==> src/rtl/shr_serial_rx_if.sv <==
// Serial loopback lines plus the capture results of shr_serial_rx.
// master drives the serial lines and expect_len; slave is the receiver.
interface shr_serial_rx_if #(
   parameter int unsigned MAX_BITS = 1024,
   parameter int unsigned CNT_W    = 11
);
   logic                ser_clk;
   logic                ser_din;
   logic                ser_syn;
   logic [CNT_W-1:0]    expect_len;
   logic [MAX_BITS-1:0] data_out;
   logic [CNT_W-1:0]    bit_cnt;
   logic                busy;
   logic                frame_done;
   logic                frame_ok;
   logic                len_err;
   logic                ovf;

   modport master (
      output ser_clk, ser_din, ser_syn, expect_len,
      input  data_out, bit_cnt, busy, frame_done, frame_ok, len_err, ovf
   );

   modport slave (
      input  ser_clk, ser_din, ser_syn, expect_len,
      output data_out, bit_cnt, busy, frame_done, frame_ok, len_err, ovf
   );
endinterface

==> src/rtl/shr_serial_rx.sv <==
// Oversampling receiver for SYNC/CLK/DIN shift-register frames: deserializes
// each frame captured while SYNC is low and checks its length.
module shr_serial_rx #(
   parameter int unsigned MAX_BITS    = 1024,
   parameter int unsigned CNT_W       = 11,
   parameter int unsigned SYNC_STAGES = 2
) (
   input logic            clk_in,
   input logic            rst,
   shr_serial_rx_if.slave bus
);
   localparam logic [CNT_W-1:0] MaxCnt = CNT_W'(MAX_BITS);

   typedef enum logic [1:0] {StIdle, StShift, StDone} state_e;

   logic [SYNC_STAGES-1:0] clk_sync, din_sync, syn_sync;
   logic                   clk_prev, syn_prev;
   logic                   clk_s, din_s, syn_s;
   logic                   clk_rise, syn_fall, syn_rise;

   state_e state_q, state_d;
   logic   busy, frame_start, capture, finish, len_bad;

   logic [MAX_BITS-1:0] data_q;
   logic [CNT_W-1:0]    cnt_q;
   logic                frame_done_q, frame_ok_q, len_err_q, ovf_q;

   // Preset to the idle-high level so releasing reset never looks like an edge.
   always_ff @(posedge clk_in) begin
      if (rst) begin
         clk_sync <= '1;
         din_sync <= '1;
         syn_sync <= '1;
         clk_prev <= 1'b1;
         syn_prev <= 1'b1;
      end else begin
         clk_sync <= {clk_sync[SYNC_STAGES-2:0], bus.ser_clk};
         din_sync <= {din_sync[SYNC_STAGES-2:0], bus.ser_din};
         syn_sync <= {syn_sync[SYNC_STAGES-2:0], bus.ser_syn};
         clk_prev <= clk_sync[SYNC_STAGES-1];
         syn_prev <= syn_sync[SYNC_STAGES-1];
      end
   end

   assign clk_s    = clk_sync[SYNC_STAGES-1];
   assign din_s    = din_sync[SYNC_STAGES-1];
   assign syn_s    = syn_sync[SYNC_STAGES-1];
   assign clk_rise = clk_s & ~clk_prev;
   assign syn_fall = ~syn_s & syn_prev;
   assign syn_rise = syn_s & ~syn_prev;

   always_ff @(posedge clk_in) begin
      if (rst) begin
         state_q <= StIdle;
      end else begin
         state_q <= state_d;
      end
   end

   always_comb begin
      state_d = state_q;
      unique case (state_q)
         StIdle:  if (syn_fall) state_d = StShift;
         StShift: if (syn_rise) state_d = StDone;
         StDone:  state_d = StIdle;
         default: state_d = StIdle;
      endcase
   end

   always_comb begin
      busy        = 1'b0;
      frame_start = 1'b0;
      capture     = 1'b0;
      finish      = 1'b0;
      unique case (state_q)
         StIdle:  frame_start = syn_fall;
         StShift: begin
            busy    = 1'b1;
            // syn_s high here means the frame is closing; that edge is dropped.
            capture = clk_rise & ~syn_s;
         end
         StDone:  finish = 1'b1;
         default: ;
      endcase
   end

   assign len_bad = (bus.expect_len != '0) && (cnt_q != bus.expect_len);

   always_ff @(posedge clk_in) begin
      if (rst) begin
         data_q       <= '0;
         cnt_q        <= '0;
         frame_done_q <= 1'b0;
         frame_ok_q   <= 1'b0;
         len_err_q    <= 1'b0;
         ovf_q        <= 1'b0;
      end else begin
         frame_done_q <= finish;
         if (frame_start) begin
            data_q     <= '0;
            cnt_q      <= '0;
            frame_ok_q <= 1'b0;
            len_err_q  <= 1'b0;
            ovf_q      <= 1'b0;
         end else if (capture) begin
            if (cnt_q < MaxCnt) begin
               data_q <= {data_q[MAX_BITS-2:0], din_s};
               cnt_q  <= cnt_q + CNT_W'(1);
            end else begin
               ovf_q <= 1'b1;
            end
         end else if (finish) begin
            len_err_q  <= len_bad;
            frame_ok_q <= ~len_bad & ~ovf_q;
         end
      end
   end

   assign bus.data_out   = data_q;
   assign bus.bit_cnt    = cnt_q;
   assign bus.busy       = busy;
   assign bus.frame_done = frame_done_q;
   assign bus.frame_ok   = frame_ok_q;
   assign bus.len_err    = len_err_q;
   assign bus.ovf        = ovf_q;
endmodule

==> src/flat_wrapper.sv <==
// flat-port wrapper written by rule: the top's interface ports become plain ports
module shr_serial_rx_flat 
#(
   parameter int unsigned MAX_BITS    = 1024,
   parameter int unsigned CNT_W       = 11,
   parameter int unsigned SYNC_STAGES = 2
)
  (clk_in, rst, bus_ser_clk, bus_ser_din, bus_ser_syn, bus_expect_len, bus_data_out, bus_bit_cnt, bus_busy, bus_frame_done, bus_frame_ok, bus_len_err, bus_ovf);
  shr_serial_rx_if #(.MAX_BITS(MAX_BITS), .CNT_W(CNT_W)) bus_i ();
  input logic clk_in;
  input logic rst;
  input wire logic [$bits(bus_i.ser_clk)-1:0] bus_ser_clk;
  input wire logic [$bits(bus_i.ser_din)-1:0] bus_ser_din;
  input wire logic [$bits(bus_i.ser_syn)-1:0] bus_ser_syn;
  input wire logic [$bits(bus_i.expect_len)-1:0] bus_expect_len;
  output wire logic [$bits(bus_i.data_out)-1:0] bus_data_out;
  output wire logic [$bits(bus_i.bit_cnt)-1:0] bus_bit_cnt;
  output wire logic [$bits(bus_i.busy)-1:0] bus_busy;
  output wire logic [$bits(bus_i.frame_done)-1:0] bus_frame_done;
  output wire logic [$bits(bus_i.frame_ok)-1:0] bus_frame_ok;
  output wire logic [$bits(bus_i.len_err)-1:0] bus_len_err;
  output wire logic [$bits(bus_i.ovf)-1:0] bus_ovf;
  assign bus_i.ser_clk = bus_ser_clk;
  assign bus_i.ser_din = bus_ser_din;
  assign bus_i.ser_syn = bus_ser_syn;
  assign bus_i.expect_len = bus_expect_len;
  assign bus_data_out = bus_i.data_out;
  assign bus_bit_cnt = bus_i.bit_cnt;
  assign bus_busy = bus_i.busy;
  assign bus_frame_done = bus_i.frame_done;
  assign bus_frame_ok = bus_i.frame_ok;
  assign bus_len_err = bus_i.len_err;
  assign bus_ovf = bus_i.ovf;
  shr_serial_rx #(.MAX_BITS(MAX_BITS), .CNT_W(CNT_W), .SYNC_STAGES(SYNC_STAGES)) u_core (.clk_in(clk_in), .rst(rst), .bus(bus_i));
endmodule
==> config.mk <==
export PLATFORM = sky130hd
export DESIGN_NAME = shr_serial_rx_flat
export DESIGN_NICKNAME = d
export VERILOG_FILES = /design/src/rtl/shr_serial_rx_if.sv /design/src/rtl/shr_serial_rx.sv /design/src/flat_wrapper.sv
export SDC_FILE = /design/constraint.sdc
export NUM_CORES = 2
export LEC_CHECK = 0
export CORE_AREA = 2 2 414 416
export CTS_BUF_LIST = sky130_fd_sc_hd__clkbuf_8
export DETAILED_ROUTE_END_ITERATION = 7
export DIE_AREA = 0 0 416 418
export PLACE_DENSITY = 0.49
export SYNTH_ARGS = -nofsm -noshare
export SYNTH_HDL_FRONTEND = slang
export SYNTH_SLANG_ARGS = --single-unit
==> constraint.sdc <==
create_clock -name clk_in -period 1.8 [get_ports clk_in]
set_input_delay 0.36 -clock clk_in [delete_from_list [all_inputs] [get_ports clk_in]]
set_output_delay 0.36 -clock clk_in [all_outputs]
set_load 0.01 [all_outputs]
==> flow_metrics.py <==
metrics = {
    "grt": {
        "antenna_found_initial": 2,
        "gr-total-overflow": 0,
        "gr-usage-all-layers": 0.175,
        "grt_pass1_wl_um": 230000,
        "grt_pass1_vias": 35100,
        "grt_max_degree": 65,
    },
    "clock_network": {
        "clkLatencyLatePin_ps": 920,
        "path_clk_slew_ps": 60,
        "cts_buffers": 189,
        "clkSinkCount": 1049,
        "cts_buffer_depth": 3,
        "cts_root_buf": "clkbuf_8",
        "htreeDepth": 4,
        "cts_tree": "yes",
    },
    "setup_path": {
        "endpoint_kind": "primary output",
        "path_class": "reg -> out",
        "cp_common_cell": "buf_6",
        "cp_max_fo": 2,
        "path_buf_inv": 2,
        "crit_slowest_cell": "dfxtp_2",
        "worstPathRequired_ps": 1440,
        "slowest_delay_ps": 330,
        "path_delay_family": "flip-flops",
        "critical_path.cell_chain": "buf_6, nor2b_4, buf_6",
        "critPathLaunchType": "register",
        "cp.arrival_ps": 1590,
    },
    "placement": {
        "hpwl_um": 112000,
        "io_buffer_count": 1055,
        "placed_cell_area_um2": 50400,
        "gp_congestion": 0.865,
    },
    "floorplan": {
        "start_util": 0.213,
        "coreArea_um2": 169000,
        "num_rows": 151,
        "die_w_um": 416,
        "die_h_um": 418,
        "die_area_um2": 174000,
        "pin_count": 1056,
    },
    "logic_synthesis": {
        "synth_seq_area_share": 0.583,
        "yosysTopAreaCell": "dfxtp_1",
        "async_flop_share": 0,
        "synth.avg_cell_area_um2": 7.91,
        "syn_nets": 4573,
        "yosys.cell_count.top_type": "nand2_1",
        "synth_cell_types": 35,
        "ys_top_cells_by_count": "2055 x nand2_1, 1049 x dfxtp_1, 1030 x a21oi_1",
        "yosys-top-cells-area": "dfxtp_1 58%, nand2_1 21%, a21oi_1 14%",
        "synth_top_area_frac": 0.583,
        "ys_seq_elements": 1049,
        "synth_warnings": 0,
        "synthFlopType": "dfxtp_1",
        "synth_edf_count": 0,
        "synth_area_um2": 36000,
        "netlist_instances": 4556,
    },
    "routing": {
        "dr.first_iter.drc_count": 2431,
        "wl_met1_um": 65000,
        "wl_met3_um": 10100,
        "vias_per_cell": 4.27,
        "post_drt_wl_per_cell_um": 18.3,
        "drt.antenna.violating_nets": 0,
        "routed-wl-met2_um": 80200,
        "route.detailed.drc": 0,
        "firstDrtPassIters": 5,
        "finalWirelength_um": 161000,
        "num_vias": 37500,
        "top_layer": "met4",
    },
    "sta": {
        "tightest_slew_ps": 428,
        "fmax_ghz": 0.512,
        "hold_violations": 0,
        "hold_ws_ps": 221,
        "setup_ws_ps": -152,
        "setup_viol": 307,
        "min_period_over_period": 1.08,
        "finClkSkew_ps": 55.8,
        "slew_violations": 0,
        "maxSlewHeadroom": 0.712,
        "rsz0062_at_grt": "yes",
        "fin_crit_ps": 1950,
    },
    "outcome": {
        "violations": "setup timing",
        "status": "complete, but fails checks",
    },
    "hold_path": {
        "hp-class": "in -> reg",
    },
    "final_layout": {
        "final_cell_area_um2": 62800,
        "num-nets-final": 6444,
        "layout-drive-gt1-share": 0.506,
        "fillers": 17400,
        "synthToLayoutAreaGrowth_pct": 74.2,
    },
    "power_and_ir_drop": {
        "ir_drop_mv": 0.726,
        "total_power_uw": 46400,
        "powerDensity_nw_per_um2": 740,
        "leakage_uw": 0.0252,
    },
    "flow_run": {
        "cap_viol_max_count": 0,
    },
}
where the power goes:
part	total, uW	switching (uW)	internal, uW
Clock	22600	10400	12200
Sequential	23000	5.03	23000
Combinational	872	632	241
Total	46400	11000	35400
layout by cell type (no fill, tap or decap), drive strengths merged, types with 2 or more instances in the layout:
cell type	netlist	routed
nor4b	2	2
or2	9	9
a21oi	1030	1030
nor3b	3	3
nor4	4	4
clkdlybuf4s50	0	15
or4	3	3
nand2	2055	2055
nor3	4	4
o31ai	3	3
bufinv	0	3
nand3	4	4
inv	1	77
buf	250	2007
and2	3	3
nor2	9	9
diode	0	4
clkinv	0	10
xor2	15	15
nand4	4	4
dlygate4sd3	0	3
clkbuf	95	237
dfxtp	1049	1049
clkinvlp	0	3
per-layer routing:
layer,vias up,global-route usage
met5,-,0
met1,17800,0.205
li1,18400,-
met3,266,0.0502
met4,0,0.0687
met2,997,0.299
state kept, by name, summed over array words and instances, names as in the netlist:
register and flops:
u_core.bus.bit_cnt 11, u_core.bus.data_out 1024, u_core.bus.frame_done 1, u_core.bus.frame_ok 1, u_core.bus.len_err 1, u_core.bus.ovf 1
u_core.clk_prev 1, u_core.clk_sync 2, u_core.din_sync 2, u_core.state_q 2, u_core.syn_prev 1, u_core.syn_sync 2
final timing paths:
path                                    startpoint                        to  slack (ps)  cells past startpoint
worst min-delay path                           rst         u_core.state_q[0]         220                      3
worst max register to register   u_core.state_q[1]  u_core.bus.data_out[964]         -70                      7
worst min register to register  u_core.syn_sync[0]        u_core.syn_sync[1]         410                      1
worst max-delay path             u_core.state_q[0]                  bus_busy        -150                      3
area by class of cell:
class                           count  area (um2)  area share
Sequential cell                  1049       22700       0.361
Timing Repair Buffer             2025       20100       0.321
Clock inverter                     92         499     0.00795
Tap cell                         2218        2780      0.0442
Antenna cell                        4        10.0    0.000159
Clock buffer                      237        3260      0.0520
Multi-Input combinational cell   3161       13400       0.214
Inverter                            1        3.75   0.0000598
cell families (layout without fill, tap and decap cells):
logic type	Yosys count	count (layout)	share of synthesized area
simple gates	2105	2105	0.223
flops	1049	1049	0.583
compound gates	1038	1038	0.145
buf+inv	346	2355	0.0452
xor+xnor	16	16	0.00389
fa+ha+maj	2	2	0.000625
other cells	0	4	0
tightest hold or removal path, stage by stage:
cell and delay [ps]:
clkdlybuf4s50_1 480, buf_4 160, nor3b_1 60
through the flow:
stage / instances / setup TNS [ps] / setup slack, ps / util
after floorplan: 4556 / 0 / 181 / -
after global placement: 7704 / -4240 / -651 / 0.298
after detailed placement: 7704 / -6280 / -588 / 0.298
after CTS: 8586 / -186720 / -323 / 0.354
after global routing: 8787 / -185550 / -312 / 0.371
final: 8787 / -6220 / -152 / 0.371
timing repair:
action | CTS | global route
hold buffers | 3 | 0
setup endpoints to repair | 1074 | 1963
buffers inserted | 552 | 197
pin swaps | 0 | 0
resized for setup | 5060 | 1828
endpoints found under the hold margin | 3 | 0
Power figures use the tool's default switching activity.
